<file path="config.mk">
export PLATFORM = sky130hd
export DESIGN_NAME = fb_mem_arbiter
export DESIGN_NICKNAME = d
export VERILOG_FILES = /design/src/rtl/fb_mem_arbiter.sv
export SDC_FILE = /design/constraint.sdc
export NUM_CORES = 1
export LEC_CHECK = 0
export ABC_AREA = 0
export BUFFER_PORTS_ARGS = -buffer_cell sky130_fd_sc_hd__buf_2
export CORE_ASPECT_RATIO = 0.9
export CORE_MARGIN = 2
export CORE_UTILIZATION = 43
export CTS_CLUSTER_DIAMETER = 200
export DETAILED_ROUTE_END_ITERATION = 10
export PLACE_DENSITY_LB_ADDON = 0.15
export SLEW_MARGIN = 20
export SYNTH_ARGS = -nofsm -noshare
export SYNTH_HDL_FRONTEND = slang
export SYNTH_SLANG_ARGS = --single-unit
</file>
<file path="constraint.sdc">
create_clock -name clk_2x -period 1.85 [get_ports clk_2x]
set_input_delay 0.0925 -clock clk_2x [delete_from_list [all_inputs] [get_ports clk_2x]]
set_output_delay 0.0925 -clock clk_2x [all_outputs]
set_load 0.02 [all_outputs]
</file>
<file path="src/rtl/fb_mem_arbiter.sv">
// fb_mem_arbiter
//
// Shares one QPI memory controller between a framebuffer DMA read port and a
// CPU read/write port. A port holds its request high for the whole burst and
// keeps ownership until it drops the request. The arbiter then waits for the
// controller to report idle before arbitrating again. Ties alternate between
// the two ports, and FB wins the first tie after reset.
//
// Ports
//   clk_2x, rst                 clock; synchronous active-high reset
//   fb_addr, fb_do_read         framebuffer burst read request
//   fb_rdata, fb_next_word,     framebuffer return path
//   fb_is_idle
//   cpu_addr, cpu_wdata,        CPU request port
//   cpu_do_read, cpu_do_write
//   cpu_rdata, cpu_next_word,   CPU return path
//   cpu_is_idle
//   mem_addr, mem_wdata,        request side towards the QPI controller
//   mem_do_read, mem_do_write
//   mem_rdata, mem_next_word,   response side from the QPI controller
//   mem_is_idle
//   stat_clr, fb_wait_max       worst-case FB grant latency statistic

module fb_mem_arbiter (
    input  logic        clk_2x,
    input  logic        rst,

    input  logic [23:0] fb_addr,
    input  logic        fb_do_read,
    output logic [31:0] fb_rdata,
    output logic        fb_next_word,
    output logic        fb_is_idle,

    input  logic [23:0] cpu_addr,
    input  logic [31:0] cpu_wdata,
    input  logic        cpu_do_read,
    input  logic        cpu_do_write,
    output logic [31:0] cpu_rdata,
    output logic        cpu_next_word,
    output logic        cpu_is_idle,

    output logic [23:0] mem_addr,
    output logic [31:0] mem_wdata,
    output logic        mem_do_read,
    output logic        mem_do_write,
    input  logic [31:0] mem_rdata,
    input  logic        mem_next_word,
    input  logic        mem_is_idle,

    input  logic        stat_clr,
    output logic [15:0] fb_wait_max
);

    localparam logic [1:0] ST_IDLE  = 2'd0;
    localparam logic [1:0] ST_FB    = 2'd1;
    localparam logic [1:0] ST_CPU   = 2'd2;
    localparam logic [1:0] ST_DRAIN = 2'd3;

    logic [1:0]  state;
    logic [1:0]  state_next;
    logic        last_grant_cpu;
    logic        fb_first;
    logic [15:0] fb_wait;
    logic [23:0] addr_hold;
    logic [31:0] wdata_hold;
    logic        fb_req;
    logic        cpu_req;

    assign fb_req  = fb_do_read;
    assign cpu_req = cpu_do_read | cpu_do_write;

    // A new grant is only issued once the controller is idle. FB takes a
    // contested slot unless it was the previous owner.
    always_comb begin
        state_next = state;
        case (state)
            ST_IDLE: begin
                if (mem_is_idle) begin
                    if (fb_req && (!cpu_req || last_grant_cpu))
                        state_next = ST_FB;
                    else if (cpu_req)
                        state_next = ST_CPU;
                end
            end
            ST_FB: begin
                if (!fb_req)
                    state_next = ST_DRAIN;
            end
            ST_CPU: begin
                if (!cpu_req)
                    state_next = ST_DRAIN;
            end
            ST_DRAIN: begin
                if (mem_is_idle)
                    state_next = ST_IDLE;
            end
            default: state_next = ST_IDLE;
        endcase
    end

    // fb_first marks the first cycle spent in ST_FB. fb_wait still holds the
    // full wait count on that cycle and is cleared at its end.
    always_ff @(posedge clk_2x) begin
        if (rst) begin
            state          <= ST_IDLE;
            last_grant_cpu <= 1'b1;
            fb_first       <= 1'b0;
        end else begin
            state    <= state_next;
            fb_first <= (state != ST_FB) && (state_next == ST_FB);
            if (state == ST_IDLE && state_next == ST_FB)
                last_grant_cpu <= 1'b0;
            else if (state == ST_IDLE && state_next == ST_CPU)
                last_grant_cpu <= 1'b1;
        end
    end

    // Counts the cycles FB has been asking without owning the memory.
    always_ff @(posedge clk_2x) begin
        if (rst)
            fb_wait <= 16'd0;
        else if (!fb_req || state == ST_FB)
            fb_wait <= 16'd0;
        else if (fb_wait != 16'hFFFF)
            fb_wait <= fb_wait + 16'd1;
    end

    // A clear request overrides an update that lands in the same cycle.
    always_ff @(posedge clk_2x) begin
        if (rst)
            fb_wait_max <= 16'd0;
        else if (stat_clr)
            fb_wait_max <= 16'd0;
        else if (fb_first && (fb_wait > fb_wait_max))
            fb_wait_max <= fb_wait;
    end

    // Keeps the last forwarded address/data so the controller sees stable
    // values while nobody owns it.
    always_ff @(posedge clk_2x) begin
        if (rst) begin
            addr_hold  <= 24'd0;
            wdata_hold <= 32'd0;
        end else if (state == ST_FB) begin
            addr_hold  <= fb_addr;
            wdata_hold <= 32'd0;
        end else if (state == ST_CPU) begin
            addr_hold  <= cpu_addr;
            wdata_hold <= cpu_wdata;
        end
    end

    always_comb begin
        mem_addr      = addr_hold;
        mem_wdata     = wdata_hold;
        mem_do_read   = 1'b0;
        mem_do_write  = 1'b0;
        fb_next_word  = 1'b0;
        cpu_next_word = 1'b0;
        fb_is_idle    = 1'b1;
        cpu_is_idle   = 1'b1;
        case (state)
            ST_FB: begin
                mem_addr     = fb_addr;
                mem_wdata    = 32'd0;
                mem_do_read  = fb_do_read;
                fb_next_word = mem_next_word;
                fb_is_idle   = mem_is_idle;
            end
            ST_CPU: begin
                mem_addr      = cpu_addr;
                mem_wdata     = cpu_wdata;
                mem_do_read   = cpu_do_read;
                mem_do_write  = cpu_do_write;
                cpu_next_word = mem_next_word;
                cpu_is_idle   = mem_is_idle;
            end
            default: begin
            end
        endcase
    end

    assign fb_rdata  = mem_rdata;
    assign cpu_rdata = mem_rdata;

endmodule

</file>
# After elaboration in Yosys (flattened, before gate mapping)
# Index checks and enable logic that the tools add are counted.
word_totals:
  input_bits: 120
  regBits: 92
  out_inout_bits: 142
  word_cells: 51
classes:
  order_cmp: 1
  bitwise_logic: 1
  n_mux: 19
  add_sub_neg: 1
  n_reduce_logical: 15
  eq_ne: 7
ops:
  columns: ["cell", "count"]
  rows:
  - ["$pmux 32 s2", 1]
  - ["$mux 24", 2]
  - ["$pmux 24 s2", 1]
  - ["$add 16x1->16 const B", 1]
  - ["$gt 16x16->1", 1]
  - ["$ne 16x16->1 const B", 1]
  - ["$mux 2", 6]
  - ["$pmux 2 s4", 1]
  - ["$mux 1", 7]
  - ["$eq 2x2->1 const B", 3]
  - ["$reduce_or 2->1", 3]
  - ["$logic_and 1x1->1", 5]
  - ["$eq 2x1->1 const B", 2]
  - ["$reduce_bool 2->1", 2]
  - ["$logic_not 1->1", 2]
  - ["$logic_not 2->1", 1]
  - ["$logic_or 1x1->1", 2]
  - ["$ne 2x1->1 const B", 1]
  - ["$pmux 1 s2", 1]
  - ["$or 1x1->1", 1]

# Depth between registers and ports, before layout
# Gate-level depths: netlist (run 1).
logic_depth:
  word_depth: 11
  ltp_mapped: 8
  depth_no_buf: 7

# Worst setup path before layout (run 1)
# OpenSTA, ideal clock, no wires.
synth_path:
  path_kind: "reg2reg"
  startpoint: "register fb_wait_max[1]"
  endpoint: "register fb_wait_max[10]"
  setup_time_ns: 0.072
  t_required_ns: 1.778
  path_slack_ns: -0.287
  arrival_time_ns: 2.065
  period_less_slack_ns: 2.137
  path_buffers: 1
  stages_incl_launch_ff: 9
  cell_sequence: "dfxtp_1 inv_1 ha_1 nor2b_1 o211ai_1 a2111o_1 a31oi_4 buf_12 mux2i_1"
synth_via:
  elab_chain_len: 2
synth_lines:
  columns: ["item", "line_no", "source"]
  rows:
  - ["start: declaration", "51", "output logic [15:0] fb_wait_max"]
  - ["start signal: assignment", "135", "fb_wait_max <= fb_wait;"]
  - ["$gt 16x16->1", "134", "else if (fb_first && (fb_wait > fb_wait_max))"]
  - ["$logic_and 1x1->1", "134", null]
# Every way passes these cells.
# A chain may end at the register's enable or synchronous reset.

# Worst setup path after layout (run 1)
layout_path:
  startpoint: "register fb_wait_max[1]"
  endpoint: "register fb_wait_max[6]"
# The elaborated chain is that of the path after synthesis.

==> results.sh, run 1 <==
export IMPL_path_clk_slew_ns=0.06
export IMPL_synth_top_family_by_area="simple AND/OR/NAND/NOR gates"
export IMPL_switching_share_pct=39.76
export IMPL_worstPathMaxFanout=12
export IMPL_power_switching_w=0.004711
export IMPL_syn_instance_count=718
export IMPL_cp_end_kind="register"
export IMPL_critPathArrivalTime_ns=2.18
export IMPL_clock_power_share_pct=16.2
export IMPL_synth_ff_type="dfxtp_1"
export IMPL_synth_xor_area_share_pct=1.416
export IMPL_slew_violations=0
export IMPL_avgSynthCellArea_um2=7.753
export IMPL_synthSimpleGateAreaFrac_pct=19.53
export IMPL_die_y_um=111.9
export IMPL_root_buffer="clkbuf_16"
export IMPL_grt_max_degree=65
export IMPL_skew_ns=0.006781
export IMPL_io_buffers=165
export IMPL_initial_core_util_pct=43.88
export IMPL_core_um2=12690
export IMPL_synth_top_area_cell="dfxtp_1"
export IMPL_vias=5384
export IMPL_failed_checks="negative setup slack"
export IMPL_placementRows=39
export IMPL_clock_path_buffers=2
export IMPL_hold_viol=0
export IMPL_regArea_um2=1868
export IMPL_worst_pin_slew_ns=0.6593
export IMPL_fillers=1095
export IMPL_yosys_warnings=0
export IMPL_cap_violations=0
export IMPL_cts_buffers=9
export IMPL_h_tree_depth=3
export IMPL_synth_common_cells="92 x dfxtp_1, 75 x nor2_1, 68 x nand2_1"
export IMPL_finalCritPeriodShare_pct=103.7
export IMPL_cp_cell_sequence="inv_2 -> ha_4 -> nor2b_4 -> o211ai_1 -> a2111o_1 -> a31oi_4 -> buf_12 -> mux2i_1"
export IMPL_critPathSlowestCell="a2111o_1"
export IMPL_p_leak_nw=3.241
export IMPL_nets=1012
export IMPL_holdPathStages=3
export IMPL_status="complete, but fails checks"
export IMPL_startpoint_type="register"
export IMPL_slew_headroom_pct=55.94
export IMPL_synth_compound_area_share_pct=16.57
export IMPL_placed_cell_area_um2=6404
export IMPL_antenna_found_initial=0
export IMPL_place_inst=982
export IMPL_die_x_um=123.9
export IMPL_syn_nets=860
export IMPL_post_dp_hpwl_mm=10.36
export IMPL_clock_insertion_delay_worst_skew_ns=0.33
export IMPL_overflow=0
export IMPL_multiInputGateArea_um2=3337
export IMPL_finalInstanceArea_um2=7935
export IMPL_antennaDiodeCount=0
export IMPL_initialDrtViolationCount=231
export IMPL_async_flop_share_pct=0
export IMPL_drtPass1Iterations=4
export IMPL_grt_pass1_vias=4966
export IMPL_cts_tree="done"
export IMPL_cts_sinks=92
export IMPL_rsz0062_at_grt="true"
export IMPL_synth_area_leaders="dfxtp_1 33%, mux2i_1 9.0%, buf_4 8.6%"
export IMPL_setup_violations=19
export IMPL_fin_setup_tns_ns=-0.7076
export IMPL_critical_path_max_stage_delay_ns=0.41
export IMPL_place_congestion=0.8887
export IMPL_synth_distinct_cells=41
export IMPL_p_int_w=0.007138
export IMPL_synth_seq_area_share_pct=33.09
export IMPL_grt_pass1_wl_mm=23.47
export IMPL_dieArea_um2=13870
export IMPL_synth_top_cell_area_share_pct=33.09
export IMPL_post_route_min_period_ns=1.919
export IMPL_irDropWorstVdd_v=0.0007520
export IMPL_netlist_area_um2=5567
export IMPL_hold_path_class="in2reg"
export IMPL_ff2ff_path_depth=8
export IMPL_final_setup_worst_slack_ns=-0.06899
export IMPL_avgRoutedWirePerCell_um=16.02
export IMPL_wl_mm=16.63
export IMPL_areaGrowthSynthToFinish_pct=42.55
export IMPL_required_ns=2.11
export IMPL_ys_ff_latch=92
export IMPL_p_per_area_nw_per_um2=1493
export IMPL_globalRouteTotalUtil_pct=21.03
export IMPL_final_layout_size_suffix_gt1_share_pct=40.39
export IMPL_stdcell_count=1038
export IMPL_synth_mux_area_share_pct=8.991
export IMPL_io_pins=262
export IMPL_crit_type="reg2reg"
export IMPL_finalPower_w=0.01185
export IMPL_seqPwrFrac_pct=21.7
export IMPL_route_detailed_drc=0
export IMPL_combPwrFrac_pct=62.1
export IMPL_ant_nets=0
export IMPL_fmax_ghz=0.5211
export IMPL_synthMostInstantiatedCell="dfxtp_1"
export IMPL_yosys_area_share_adder_pct=4.945
export IMPL_synth_edf_count=0
export IMPL_via_per_inst=5.187
==> worst max-delay path: cells and delay by family (launching register included) <==
kind / cells / cell delay, ns
AO/OA/AOI/OAI: 3 / 0.71
flip-flops: 1 / 0.34
adder cells (fa/ha/maj): 1 / 0.26
buffers and inverters: 2 / 0.22
multiplexers: 1 / 0.19
AND/OR/NAND/NOR: 1 / 0.12
==> layout by cell type, fill, tap and decap left out, drive strengths merged, types with 4 or more instances in the layout <==
cell type	synthesis	routed
a211oi	28	28
a21boi	24	24
a21oi	37	37
a31oi	8	8
and3	4	4
buf	72	230
clkbuf	33	23
dfxtp	92	92
dlygate4sd3	0	7
ha	22	22
inv	55	55
mux2i	50	50
nand2	68	68
nand2b	27	27
nand3	40	40
nand4	5	5
nor2	75	75
nor2b	4	4
o21ai	40	40
xnor2	4	4
xor2	5	5
==> logic make-up after synthesis <==
group | count (synthesis)
AOI/OAI and AO/OA | 147
xor gates and xnor gates | 9
adders and majority gates | 22
buffers and inverters | 160
DFF | 92
muxes | 50
and+or+nand+nor | 238
==> path summary, 6_finish.rpt <==
path | startpoint | endpoint | slack [ns]
worst max-delay path | fb_wait_max[1]$_SDFFE_PP0P_ | fb_wait_max[6]$_SDFFE_PP0P_ | -0.07
worst min-delay path | cpu_wdata[3] | wdata_hold[3]$_SDFFE_PP0P_ | 0.01
worst max register to register | fb_wait_max[1]$_SDFFE_PP0P_ | fb_wait_max[6]$_SDFFE_PP0P_ | -0.07
worst min register to register | fb_wait_max[9]$_SDFFE_PP0P_ | fb_wait_max[9]$_SDFFE_PP0P_ | 0.46
==> what timing repair did <==
action | CTS | global route
hold endpoints to repair | 7 | 0
cloned | 3 | 12
setup endpoints to repair | 77 | 101
resized for setup | 83 | 129
setup buffers | 11 | 8
pin swaps | 2 | 18
hold buffers | 7 | 0
==> per-layer routing <==
layer,GRT usage (%),up-vias,routed length (um)
met5,0,-,0
met4,8.240,0,431
met3,6.967,53,1308
met2,32.31,162,7899
met1,27.19,2505,6991
li1,-,2664,-
==> flip-flops by register name, summed over array words and instances, names as in the netlist <==
name / count
wdata_hold: 32
addr_hold: 24
fb_wait: 16
fb_wait_max: 16
state: 2
fb_first: 1
last_grant_cpu: 1
==> power by group through the flow <==
stage / Combinational [W] / Clock [W] / Sequential [W]
after global routing: 0.00781 / 0.00204 / 0.00261
after floorplan: 0.00331 / 0 / 0.00249
after global placement: 0.00448 / 0 / 0.00252
after CTS: 0.00543 / 0.00197 / 0.00249
after detailed placement: 0.00456 / 0 / 0.00253
final: 0.00736 / 0.00191 / 0.00258
==> per-stage QoR <==
step                      hold WS (ns)  utilization [%]  worst slack, ns
after detailed placement        0.1852            50.47         -0.08791
after global routing           0.01777            62.54          -0.1852
after CTS                   0.00005188            56.54         -0.09452
after floorplan                 0.2397                -          -0.1376
final                          0.01483            62.54         -0.06899
after global placement          0.1852            50.47        -0.006022
==> cell type report <==
type	count	share of cell area, %
repair buffers	246	25.32
multi-input cells	466	42.05
clock inverters	1	0.3784
flip-flops and latches	92	23.54
clock buffers	14	3.453
well taps	164	2.586
inverters	55	2.665
Power figures use the tool's default switching activity.
==> inputs of run 2 (changes only) <==
--- a/config.mk
+++ b/config.mk
@@ -13,6 +13,7 @@
 export CTS_CLUSTER_DIAMETER = 200
 export DETAILED_ROUTE_END_ITERATION = 10
 export PLACE_DENSITY_LB_ADDON = 0.15
+export SKIP_CTS_REPAIR_TIMING = 1
 export SLEW_MARGIN = 20
 export SYNTH_ARGS = -nofsm -noshare
 export SYNTH_HDL_FRONTEND = slang
==> run 2 against run 1 <==
  * The flow still finishes with violations (negative setup slack)
  * Worst setup slack got worse by 0.0087 ns
  * Die area is the same
  * Critical path type is now reg2out
  * Critical endpoint is now mem_addr[19]
  * Non-clock buffer count is 3 lower
  * Combinational power about the same
  * Global-route usage fell by 0.96 points
  * Sequential power about the same
==> results.sh, run 2 (synthesis gave the netlist of run 1 again) <==
export IMPL_status="complete, but fails checks"
export IMPL_failed_checks="negative setup slack"
export IMPL_avgRoutedWirePerCell_um=16.27
export IMPL_reg_largest_list="wdata_hold x32, addr_hold x24"
export IMPL_path_clk_slew_ns=0.07
export IMPL_post_route_min_period_ns=1.928
export IMPL_slew_headroom_pct=56.56
export IMPL_placementRows=39
export IMPL_fmax_ghz=0.5187
export IMPL_antennaDiodeCount=0
export IMPL_hold_path_class="in2reg"
export IMPL_cts_sinks=92
export IMPL_cp_cell_sequence="inv_4 -> ha_4 -> buf_8 -> buf_6 -> clkbuf_16 -> nor2_4 -> a21oi_2 -> buf_6"
export IMPL_finalCritPeriodShare_pct=104.2
export IMPL_vias=5423
export IMPL_final_setup_worst_slack_ns=-0.07774
export IMPL_ant_nets=0
export IMPL_clock_path_buffers=2
export IMPL_root_buffer="clkbuf_16"
export IMPL_post_dp_hpwl_mm=10.36
export IMPL_crit_path_frequent_cell="buf_6"
export IMPL_grt_pass1_wl_mm=22.50
export IMPL_required_ns=1.76
export IMPL_io_buffers=165
export IMPL_critical_path_max_stage_delay_ns=0.35
export IMPL_dieArea_um2=13870
export IMPL_cts_buffers=9
export IMPL_die_y_um=111.9
export IMPL_slew_violations=0
export IMPL_globalRouteTotalUtil_pct=20.06
export IMPL_via_per_inst=5.240
export IMPL_p_leak_nw=3.235
export IMPL_initialDrtViolationCount=234
export IMPL_initial_core_util_pct=43.88
export IMPL_startpoint_type="register"
export IMPL_hold_start="cpu_wdata[15]"
export IMPL_io_pins=262
export IMPL_mostFrequentLayoutCells="118 x buf_2, 81 x buf_4, 75 x dfxtp_1"
export IMPL_cp_end_kind="primary output"
export IMPL_areaGrowthSynthToFinish_pct=42.73
export IMPL_worstPathMaxFanout=7
export IMPL_rsz0062_at_grt="true"
export IMPL_path_buf_inv=5
export IMPL_critPathSlowestCell="dfxtp_2"
export IMPL_drtPass1Iterations=4
export IMPL_crit_type="reg2out"
export IMPL_irDropWorstVdd_v=0.0008378
export IMPL_final_layout_size_suffix_gt1_share_pct=44.09
export IMPL_setup_violations=31
export IMPL_finalPower_w=0.01184
export IMPL_worst_pin_slew_ns=0.6500
export IMPL_crit_family="buffers and inverters"
export IMPL_wl_mm=16.84
export IMPL_cap_violations=0
export IMPL_utilization_pct=62.62
export IMPL_p_per_area_nw_per_um2=1491
export IMPL_grt_max_degree=65
export IMPL_cp_startpoint="state[1]$_SDFF_PP0_"
export IMPL_h_tree_depth=3
export IMPL_r2r_slack_ns=-0.07
export IMPL_clock_insertion_delay_worst_skew_ns=0.34
export IMPL_critPathArrivalTime_ns=1.84
export IMPL_overflow=0
export IMPL_die_x_um=123.9
export IMPL_cts_tree="done"
export IMPL_place_congestion=0.8887
export IMPL_core_um2=12690
export IMPL_skew_ns=0.005947
export IMPL_hold_viol=0
export IMPL_grt_pass1_vias=4755
export IMPL_r2r_start="fb_wait_max[7]$_SDFFE_PP0P_"
export IMPL_layout_commonest_cell="buf_2"
export IMPL_antenna_found_initial=0
export IMPL_route_detailed_drc=0
export IMPL_nets=1009
export IMPL_regMostFlops="wdata_hold"
export IMPL_largest_reg_flops=32
[run 2: changes by cell type in the layout (fill, tap and decap cells not counted), moves of 8 or more]
cell,delta
a21boi_1,+8
nand3_1,-20
nand3_2,+20
o21ai_0,-11
o21ai_2,+17
[run 2: stage by stage]
stage	worst slack (ns)	std cells	hold WS (ns)	setup TNS, ns	instance area [um^2]
finish	-0.07774	1035	0.008634	-1.141	7945
global route	-0.1610	1035	0.01896	-3.979	7945
CTS	-0.3159	997	-0.005667	-11.42	6708
detailed placement	-0.08791	982	0.1852	-0.8455	6404
global placement	-0.006022	982	0.1852	-0.05384	6404
floorplan	-0.1376	718	0.2397	-1.379	5637
[run 2: metal layers]
layer	track usage (%)	part of all wire [%]	vias to the layer above
met1	25.82	44	2573
met5	0	0	-
met4	7.640	2.5	0
met2	30.73	47	142
li1	-	-	2655
met3	7.121	6.7	53
[run 2: final cells by class]
cell class,count,area (um^2)
Tap cell,164,205.2
Inverter,55,209.0
Clock buffer,14,274.0
Multi-Input combinational cell,466,3417
Sequential cell,92,1868
Fill cell,1080,4742
Timing Repair Buffer,243,1942
Clock inverter,1,30.03
[run 2: worst paths after layout]
kind              cells after the start                      endpoint
setup / recovery                      8                  mem_addr[19]
setup reg to reg                      7  fb_wait_max[14]$_SDFFE_PP0P_
hold / removal                        3   wdata_hold[15]$_SDFFE_PP0P_
hold reg to reg                       2   fb_wait_max[9]$_SDFFE_PP0P_
[run 2: where the power goes]
part,internal (W),leakage (nW),total (W),switching [W]
sequential,0.00236,0.758,0.00255,0.000190
combinational,0.00353,2.33,0.00738,0.00385
clock,0.00115,0.149,0.00192,0.000762
[run 2: worst register-to-register path, cell delays in order, from the launching register on]
cell      delay [ns]
dfxtp_2         0.33
inv_1           0.04
ha_1            0.31
nand4_1         0.14
a2111o_1        0.44
a31oi_4         0.20
buf_12          0.18
mux2i_1         0.19
==> inputs of run 3 (changes only) <==
--- a/config.mk
+++ b/config.mk
@@ -7,12 +7,12 @@
 export LEC_CHECK = 0
 export ABC_AREA = 0
 export BUFFER_PORTS_ARGS = -buffer_cell sky130_fd_sc_hd__buf_2
-export CORE_ASPECT_RATIO = 0.9
 export CORE_MARGIN = 2
 export CORE_UTILIZATION = 43
 export CTS_CLUSTER_DIAMETER = 200
 export DETAILED_ROUTE_END_ITERATION = 10
 export PLACE_DENSITY_LB_ADDON = 0.15
+export REMOVE_ABC_BUFFERS = 1
 export SKIP_CTS_REPAIR_TIMING = 1
 export SLEW_MARGIN = 20
 export SYNTH_ARGS = -nofsm -noshare
==> run 3 against run 2 <==
  * The run still ends with negative setup slack left
  * Die area hardly changed
  * Non-clock buffer count is 17 higher
  * Register-to-register slack worse by 0.05 ns
  * Design area is 6.5% higher
  * Total power is 5.1% higher
  * Clock power is 9% lower
  * Sequential share of layout area is 1.6 points lower
==> results.sh, run 3 (synthesis gave the netlist of run 1 again) <==
export IMPL_status="complete, but fails checks"
export IMPL_failed_checks="negative setup slack"
export IMPL_cts_tree="done"
export IMPL_mostFrequentLayoutCells="111 x buf_2, 85 x dfxtp_1, 85 x buf_4"
export IMPL_place_congestion=0.8967
export IMPL_worstPathMaxFanout=6
export IMPL_slew_headroom_pct=76.62
export IMPL_worst_pin_slew_ns=0.3507
export IMPL_grt_pass1_vias=5193
export IMPL_holdPathStages=3
export IMPL_cap_violations=0
export IMPL_antennaDiodeCount=0
export IMPL_post_route_min_period_ns=1.980
export IMPL_die_y_um=117.8
export IMPL_antenna_found_initial=0
export IMPL_startpoint_type="register"
export IMPL_slew_violations=0
export IMPL_h_tree_depth=3
export IMPL_areaGrowthSynthToFinish_pct=51.97
export IMPL_irDropWorstVdd_v=0.001114
export IMPL_io_buffers=165
export IMPL_via_per_inst=5.325
export IMPL_initialDrtViolationCount=251
export IMPL_overflow=0
export IMPL_grt_pass1_wl_mm=26.79
export IMPL_globalRouteTotalUtil_pct=24.43
export IMPL_fmax_ghz=0.5051
export IMPL_final_layout_size_suffix_gt1_share_pct=46.28
export IMPL_route_detailed_drc=0
export IMPL_cts_buffers=9
export IMPL_r2r_slack_ns=-0.12
export IMPL_nets=1026
export IMPL_wl_mm=20.10
export IMPL_required_ns=1.76
export IMPL_finalCritPeriodShare_pct=107.0
export IMPL_reg_largest_list="wdata_hold x32, addr_hold x24"
export IMPL_hold_path_class="in2reg"
export IMPL_placementRows=41
export IMPL_post_dp_hpwl_mm=13.76
export IMPL_r2r_start="fb_wait_max[1]$_SDFFE_PP0P_"
export IMPL_critPathArrivalTime_ns=1.89
export IMPL_fillers=1009
export IMPL_fin_hold_ws_ns=0.001510
export IMPL_stdcell_count=1060
export IMPL_rsz0062_at_grt="true"
export IMPL_avgRoutedWirePerCell_um=18.97
export IMPL_initial_core_util_pct=44.11
export IMPL_hold_viol=0
export IMPL_drtPass1Iterations=4
export IMPL_p_leak_nw=3.376
export IMPL_p_per_area_nw_per_um2=1471
export IMPL_place_inst=1014
export IMPL_rr_endpoint="fb_wait_max[7]$_SDFFE_PP0P_"
export IMPL_cp_end_kind="primary output"
export IMPL_ff2ff_path_depth=8
export IMPL_root_buffer="clkbuf_16"
export IMPL_clock_path_buffers=2
export IMPL_core_um2=12620
export IMPL_regMostFlops="wdata_hold"
export IMPL_vias=5645
export IMPL_largest_reg_flops=32
export IMPL_dieArea_um2=13870
export IMPL_final_setup_worst_slack_ns=-0.1297
export IMPL_hold_end="wdata_hold[3]$_SDFFE_PP0P_"
export IMPL_io_pins=262
export IMPL_utilization_pct=67.03
export IMPL_grt_max_degree=51
export IMPL_cts_sinks=92
export IMPL_path_clk_slew_ns=0.06
export IMPL_setup_violations=57
export IMPL_clock_insertion_delay_worst_skew_ns=0.35
export IMPL_crit_type="reg2out"
export IMPL_skew_ns=0.008188
export IMPL_layout_commonest_cell="buf_2"
export IMPL_ant_nets=0
export IMPL_die_x_um=117.8
export IMPL_hold_start="cpu_wdata[3]"
==> run 3: changes by cell type in the layout (fill, tap and decap cells not counted), sizes merged <==
| cell | previous run | this run |
|---|---|---|
| buf | 231 | 250 |
| clkbuf | 26 | 23 |
| bufinv | 1 | 0 |
| clkinv | 0 | 2 |
==> run 3: how the worst max path moves through the flow <==
stage	start	to	slack [ns]
after detailed placement	fb_wait_max[10]$_SDFFE_PP0P_	fb_wait_max[7]$_SDFFE_PP0P_	-0.15
final	state[0]$_SDFF_PP0_	mem_wdata[17]	-0.13
after CTS	state[0]$_SDFF_PP0_	mem_addr[15]	-0.30
after global placement	fb_wait_max[1]$_SDFFE_PP0P_	fb_wait_max[2]$_SDFFE_PP0P_	-0.08
after global routing	fb_wait_max[1]$_SDFFE_PP0P_	fb_wait_max[11]$_SDFFE_PP0P_	-0.20
after floorplan	state[0]$_SDFF_PP0_	last_grant_cpu$_SDFFE_PP1P_	-1.70
==> run 3: per-stage QoR <==
| stage | total power (W) | instance area, um^2 | setup TNS (ns) | worst slack [ns] |
|---|---|---|---|---|
| floorplan | 0.005426 | 4912 | -148.11 | -1.699 |
| global placement | 0.007132 | 6584 | -1.214 | -0.08246 |
| detailed placement | 0.007223 | 6584 | -1.957 | -0.1489 |
| CTS | 0.008983 | 6854 | -15.39 | -0.3036 |
| global route | 0.01299 | 8459 | -7.207 | -0.2032 |
| finish | 0.01244 | 8459 | -3.644 | -0.1297 |
==> run 3: cell type report <==
class                           count  area [um^2]  area share [%]
Multi-Input combinational cell    466         3727           44.06
Timing Repair Buffer              260         2182           25.79
Sequential cell                    92         1853           21.91
Clock buffer                       13        260.3           3.076
Tap cell                          172        215.2           2.544
Inverter                           55        211.5           2.500
Clock inverter                      2        10.01          0.1183
==> run 3: per-layer routing <==
layer / vias to the layer above / wire (um) / part of all wire (%) / global-route usage [%]
met4: 2 / 406 / 2.0 / 7.982
li1: 2695 / - / - / -
met5: - / 75 / 0.37 / 5.147
met1: 2660 / 7980 / 40 / 27.41
met2: 252 / 8807 / 44 / 35.54
met3: 36 / 2835 / 14 / 17.93
==> run 3: power breakdown <==
group,switching (W),internal (W)
sequential,0.000189,0.00236
clock,0.000778,0.000974
combinational,0.00413,0.00401
total,0.00509,0.00735
==> run 3: critical path, cell delays in order, from the launching register on <==
cell and delay [ns]:
dfxtp_4 0.38, inv_4 0.06, ha_4 0.29, buf_12 0.14
clkbuf_16 0.17, clkbuf_16 0.15, nand3_2 0.06, o21ai_1 0.11
buf_4 0.17
